**config.mk**
```make
export PLATFORM = sky130hd
export DESIGN_NAME = hub75_scan_datapath
export DESIGN_NICKNAME = d
export VERILOG_FILES = /design/src/rtl/hub75_pkg.sv /design/src/rtl/hub75_delay_timer.sv /design/src/rtl/hub75_scan_datapath.sv
export SDC_FILE = /design/constraint.sdc
export NUM_CORES = 1
export LEC_CHECK = 0
export CAP_MARGIN = 30
export CORE_MARGIN = 1.5
export CORE_UTILIZATION = 35
export CTS_CLUSTER_SIZE = 28
export DETAILED_ROUTE_END_ITERATION = 6
export PLACE_DENSITY = 0.7
export SKIP_CTS_REPAIR_TIMING = 1
export SLEW_MARGIN = 20
export SYNTH_ARGS = -nofsm -noshare
export SYNTH_HDL_FRONTEND = slang
export SYNTH_HIERARCHICAL = 1
export SYNTH_SLANG_ARGS = --single-unit
export TNS_END_PERCENT = 10
```
**constraint.sdc**
```tcl
create_clock -name clk -period 1.9 [get_ports clk]
set_input_delay 0.19 -clock clk [delete_from_list [all_inputs] [get_ports clk]]
set_output_delay 0.19 -clock clk [all_outputs]
set_load 0.02 [all_outputs]
```
**src/rtl/hub75_pkg.sv**
```systemverilog
// rtl/hub75_pkg.sv - shared constants for the HUB75 scan datapath
package hub75_pkg;
    localparam int COLS         = 64;
    localparam int ROWS         = 32;
    localparam int RGB_W        = 6;
    localparam int DELAY_CYCLES = 256;
    localparam int COL_W        = $clog2(COLS);
    localparam int ROW_W        = $clog2(ROWS);
    localparam int SHIFT_PIPE   = 2;
    localparam int LAT_PIPE     = 3;
    localparam int PLANE_W      = 3;
endpackage

```
**src/rtl/hub75_delay_timer.sv**
```systemverilog
// rtl/hub75_delay_timer.sv - loadable down-counter with a one-cycle done pulse
module hub75_delay_timer #(
    parameter int W = 8
) (
    input  logic         clk,
    input  logic         rst,
    input  logic         start,
    input  logic [W-1:0] load,
    output logic         done
);
    logic [W-1:0] count;
    logic         active;

    always_ff @(posedge clk or negedge rst) begin
        if (!rst) begin
            count  <= '0;
            active <= 1'b0;
            done   <= 1'b0;
        end else begin
            // Done is registered one count early so it lands in the cycle count reaches 0;
            // a restart in that cycle suppresses it.
            done <= active && !start && (count == W'(1));
            if (start) begin
                count  <= load;
                active <= 1'b1;
            end else if (active) begin
                if (count == '0)
                    active <= 1'b0;
                else
                    count <= count - W'(1);
            end
        end
    end
endmodule

```
**src/rtl/hub75_scan_datapath.sv**
```systemverilog
// rtl/hub75_scan_datapath.sv - HUB75 counters, delay timer and panel pin registers
// Optional bit-plane (BCM) support enabled by defining HUB75_BCM_EN.
module hub75_scan_datapath #(
    parameter int COLS         = hub75_pkg::COLS,
    parameter int ROWS         = hub75_pkg::ROWS,
    parameter int DELAY_CYCLES = hub75_pkg::DELAY_CYCLES,
    parameter int RGB_W        = hub75_pkg::RGB_W
) (
    input  logic                      clk,
    input  logic                      rst,
    input  logic                      col_inc,
    input  logic                      row_inc,
    input  logic                      delay_start,
    input  logic                      latch_set,
    input  logic                      latch_clr,
    input  logic                      oe_enable,
    input  logic                      oe_disable,
    output logic                      col_max,
    output logic                      row_max,
    output logic                      delay_done,
`ifdef HUB75_BCM_EN
    output logic [hub75_pkg::PLANE_W+$clog2(ROWS)+$clog2(COLS)-1:0] mem_addr,
    output logic [hub75_pkg::PLANE_W-1:0] mem_plane,
`else
    output logic [$clog2(ROWS)+$clog2(COLS)-1:0] mem_addr,
`endif
    input  logic [RGB_W-1:0]          rgb_in,
    output logic [RGB_W-1:0]          hub_rgb,
    output logic                      hub_clk,
    output logic                      hub_lat,
    output logic                      hub_oe_n,
    output logic [$clog2(ROWS)-1:0]   hub_addr
);
    import hub75_pkg::*;

    localparam int CW = $clog2(COLS);
    localparam int RW = $clog2(ROWS);
`ifdef HUB75_BCM_EN
    localparam int TW = $clog2(DELAY_CYCLES << ((1 << PLANE_W) - 1));
`else
    localparam int TW = $clog2(DELAY_CYCLES);
`endif

    logic [CW-1:0]         col;
    logic [RW-1:0]         row;
    logic [SHIFT_PIPE-1:0] shift_pipe;
    logic [LAT_PIPE-1:0]   set_pipe;
    logic [LAT_PIPE-2:0]   clr_pipe;
    logic                  lat_reg;
    logic                  oe_reg;
    logic [TW-1:0]         delay_load;

    always_ff @(posedge clk or negedge rst) begin
        if (!rst) begin
            col        <= '0;
            row        <= '0;
            hub_rgb    <= '0;
            shift_pipe <= '0;
            set_pipe   <= '0;
            clr_pipe   <= '0;
            lat_reg    <= 1'b0;
            oe_reg     <= 1'b1;
            hub_addr   <= '0;
        end else begin
            if (col_inc) begin
                col     <= col + CW'(1);
                hub_rgb <= rgb_in;
            end
            if (oe_disable)
                row <= '0;
            else if (row_inc)
                row <= row + RW'(1);

            shift_pipe <= {shift_pipe[SHIFT_PIPE-2:0], col_inc};
            set_pipe   <= {set_pipe[LAT_PIPE-2:0], latch_set};
            clr_pipe   <= {clr_pipe[LAT_PIPE-3:0], latch_clr};

            // The LAT register itself is the last pipe stage, so it samples one stage early.
            if (clr_pipe[LAT_PIPE-2])
                lat_reg <= 1'b0;
            else if (set_pipe[LAT_PIPE-2])
                lat_reg <= 1'b1;
            if (set_pipe[LAT_PIPE-1])
                hub_addr <= row;

            if (oe_disable)
                oe_reg <= 1'b1;
            else if (oe_enable)
                oe_reg <= 1'b0;
        end
    end

    assign col_max  = (col == CW'(COLS - 1));
    assign row_max  = (row == RW'(ROWS - 1));
    assign hub_clk  = shift_pipe[SHIFT_PIPE-1];
    assign hub_lat  = lat_reg;
    assign hub_oe_n = oe_reg | lat_reg;

`ifdef HUB75_BCM_EN
    logic [PLANE_W-1:0] plane;

    always_ff @(posedge clk or negedge rst) begin
        if (!rst)
            plane <= '0;
        else if (oe_disable)
            plane <= plane + PLANE_W'(1);
    end

    assign mem_plane  = plane;
    assign mem_addr   = {plane, row, col};
    assign delay_load = (TW'(DELAY_CYCLES) << plane) - TW'(1);
`else
    assign mem_addr   = {row, col};
    assign delay_load = TW'(DELAY_CYCLES - 1);
`endif

    hub75_delay_timer #(.W(TW)) u_delay_timer (
        .clk   (clk),
        .rst   (rst),
        .start (delay_start),
        .load  (delay_load),
        .done  (delay_done)
    );
endmodule

```
==> summary.md <==
| Metric | Value |
|---|---|
| Post-route minimum period | 1.79 ns |
| Num CTS Buffers | 5 |
| Grt total ovfl | 0 |
| Ys flop type | dfrtp_1 |
| Netlist cell types | 49 |
| DRC viols | 0 |
| WL final | 3450 µm |
| Area Growth Syn to Fin | 33.2% |
| VDD IR max | 0.000388 V |
| Regs by FF count | u_delay_timer/count (8), col (6), hub_rgb (6) |
| Fin util | 48.4% |
| CP arrival | 1.98 ns |
| Syn. warnings | 6 |
| Dpl cells | 271 |
| WL per Instance | 12.3 µm |
| Top cells by area, synth | dfrtp_1, mux2_2, ha_1 |
| Status | finished, final reports clean |
| Longest Clk Path Bufs | 2 |
| Clock Pin Slew Worst Setup and Hold Paths | 0.08 ns |
| Area share of the largest cell type after synthesis | 53.5% |
| Gate power share | 27.6% |
| Port bufs | 42 |
| Fin crit share | 94.3% |
| FF+latch count, synth | 41 |
| Number of max-cap violations | 0 |
| Pwr/cell area | 930 mW/mm² |
| Worst min-delay path category | input pin to flop |
| GR Util All Layers | 13.0% |
| Switching Fraction | 31.8% |
| Placement Rows | 26 |
| Clock Latency Late Sink | 0.29 ns |
| Setup WS post-layout | 0.109 ns |
| Post-synth EDFFs | 0 |
| Largest Register | u_delay_timer/count |
| Fraction of registers with async set/reset | 100% |
| Post-DP HPWL | 2420 µm |
| Core Area | 0.00514 mm² |
| First-pass iteration count of the detailed router | 4 |
| Switching power total | 0.737 mW |
| Share of cells above drive strength 1 | 19.0% |
| Wire length of the first global-routing pass | 5980 µm |
| Initial antenna violation count | 0 |
| Max reg flops | 8 |
| Multi-input logic area | 795 µm² |
| Total setup violations reported at the end of the flow | 0 |
| N_diodes | 0 |
| Sequential share of the synthesized area | 55.0% |
| Post-DRT Antenna Nets | 0 |
| Initial Util | 36.4% |
| Post-Synthesis Cells | 154 |
| Nets | 230 |
| First DRT Iteration DRCs | 39 |
| Final non-filler cell total | 280 |
| Crit. End Element | flop |
| TritonCTS clock tree | built |
| Vias | 1331 |
| Post-Synthesis Cell Area | 0.00187 mm² |
| Fmax achieved | 558 MHz |
| Relative slew slack | 64.8% |
| FF+latch area | 0.00103 mm² |
| Crit-path max FO | 10 |
| Slew Viols, Final | 0 |
| CP required | 2.09 ns |
| Worst Setup Start Kind | flop |
| Largest net degree at the start of global routing | 42 |
| Leakage | 1.11 nW |
| Worst slew pin tran | 0.527 ns |
| Vias in the first global route | 1261 |
| Flop pwr share | 48.3% |
| Die W | 76.1 µm |
| Layout fillers | 492 |
| Pre-CTS WS | 0.125 ns |
| Clock power share | 24.1% |
| Drt via density | 4.75 |
| Hold Violations, Final | 0 |
| Die footprint | 0.00579 mm² |
| Syn avg cell area | 12.1 µm² |
| Unrepaired setup endpoints after global routing | false |
| Die H | 76.1 µm |
| Leading area contributor after synthesis | dfrtp_1 |
| P_int | 1.58 mW |
| # IOs | 43 |
| Gpl congestion | 0.755 |
| WHS | 0.332 ns |
| H-tree Lvls | 2 |
| Clk sinks | 41 |
| Critical path class | flop to flop |
| Register-to-register setup slack | 0.11 ns |
| Root buffer cell | clkbuf_8 |
| Clock skew | 0.00436 ns |
-- synth_stat cells (2+ instances only) --
cell	instances
nand4_1	2
mux2_2	12
dfrtp_1	40
mux2i_1	3
nand3_1	3
nand2b_1	3
or2_2	3
buf_6	2
a2bb2oi_1	4
a31oi_1	2
nand2_1	6
xor2_1	4
buf_4	3
o311ai_0	2
nor2_1	14
xnor2_1	4
or4_1	2
ha_1	6
o31ai_1	2
a21oi_1	2
inv_1	7
-- metal layers --
layer	global-route usage, %	up-vias	part of all wire [%]
met4	4.44	0	1.1
met1	16.1	643	47
met3	4.07	5	4.6
li1	-	652	-
met5	0	-	0
met2	21.4	31	47
-- logic make-up (layout without fill, tap and decap cells) --
family	after synthesis	count (layout)	share of synthesized area (%)
simple gates	48	48	14.9
flops	41	41	55.0
compound gates	21	21	9.04
mux	15	15	8.84
buf+inv	14	63	4.28
xor+xnor	8	8	3.75
fa+ha+maj	6	6	4.02
other cells	1	8	0.201
-- stage by stage --
step	area (µm²)	setup TNS, ns	power (mW)
floorplan	1900	0	1.48
global placement	2380	0	1.77
detailed placement	2380	0	1.78
CTS	2470	-0.184	2.35
global route	2490	0	2.47
finish	2490	0	2.32
-- final timing paths --
path | from | endpoint | cells past startpoint
setup / recovery | u_delay_timer/count[6] | u_delay_timer/count[7] | 3
hold / removal | latch_clr | clr_pipe[0] | 1
setup reg to reg | u_delay_timer/count[6] | u_delay_timer/count[7] | 3
hold reg to reg | shift_pipe[0] | shift_pipe[1] | 0
max in group asynchronous | rst | oe_reg | 3
min in group asynchronous | rst | hub_addr[0] | 3
-- power by group through the flow --
| stage | Clock [mW] | Sequential, mW | Combinational, mW |
|---|---|---|---|
| final | 0.558 | 1.12 | 0.640 |
| after detailed placement | 0 | 1.14 | 0.642 |
| after CTS | 0.588 | 1.12 | 0.643 |
| after floorplan | 0 | 1.23 | 0.248 |
| after global routing | 0.624 | 1.15 | 0.694 |
| after global placement | 0 | 1.13 | 0.631 |
-- cell usage in the layout (no fill, tap or decap), types with 5 or more instances in the layout --
master,count
clkbuf_8,5
ha_1,6
buf_4,5
dfrtp_1,40
mux2_2,12
nor2_1,14
inv_1,7
clkdlybuf4s50_1,39
nand2_1,6
conb_1,8
-- area by class of cell --
class / count / share of cell area (%)
multi-input cells: 106 / 31.9
well taps: 70 / 3.52
flip-flops and latches: 41 / 41.3
clock inverters: 3 / 0.704
clock buffers: 5 / 2.76
repair buffers: 48 / 18.8
inverters: 7 / 1.06
-- critical path, stage by stage (launching register included) --
cell	delay, ns
dfrtp_1	0.41
or3_1	0.53
or4_4	0.46
o32ai_1	0.29
(Power assumes the default switching activity.)
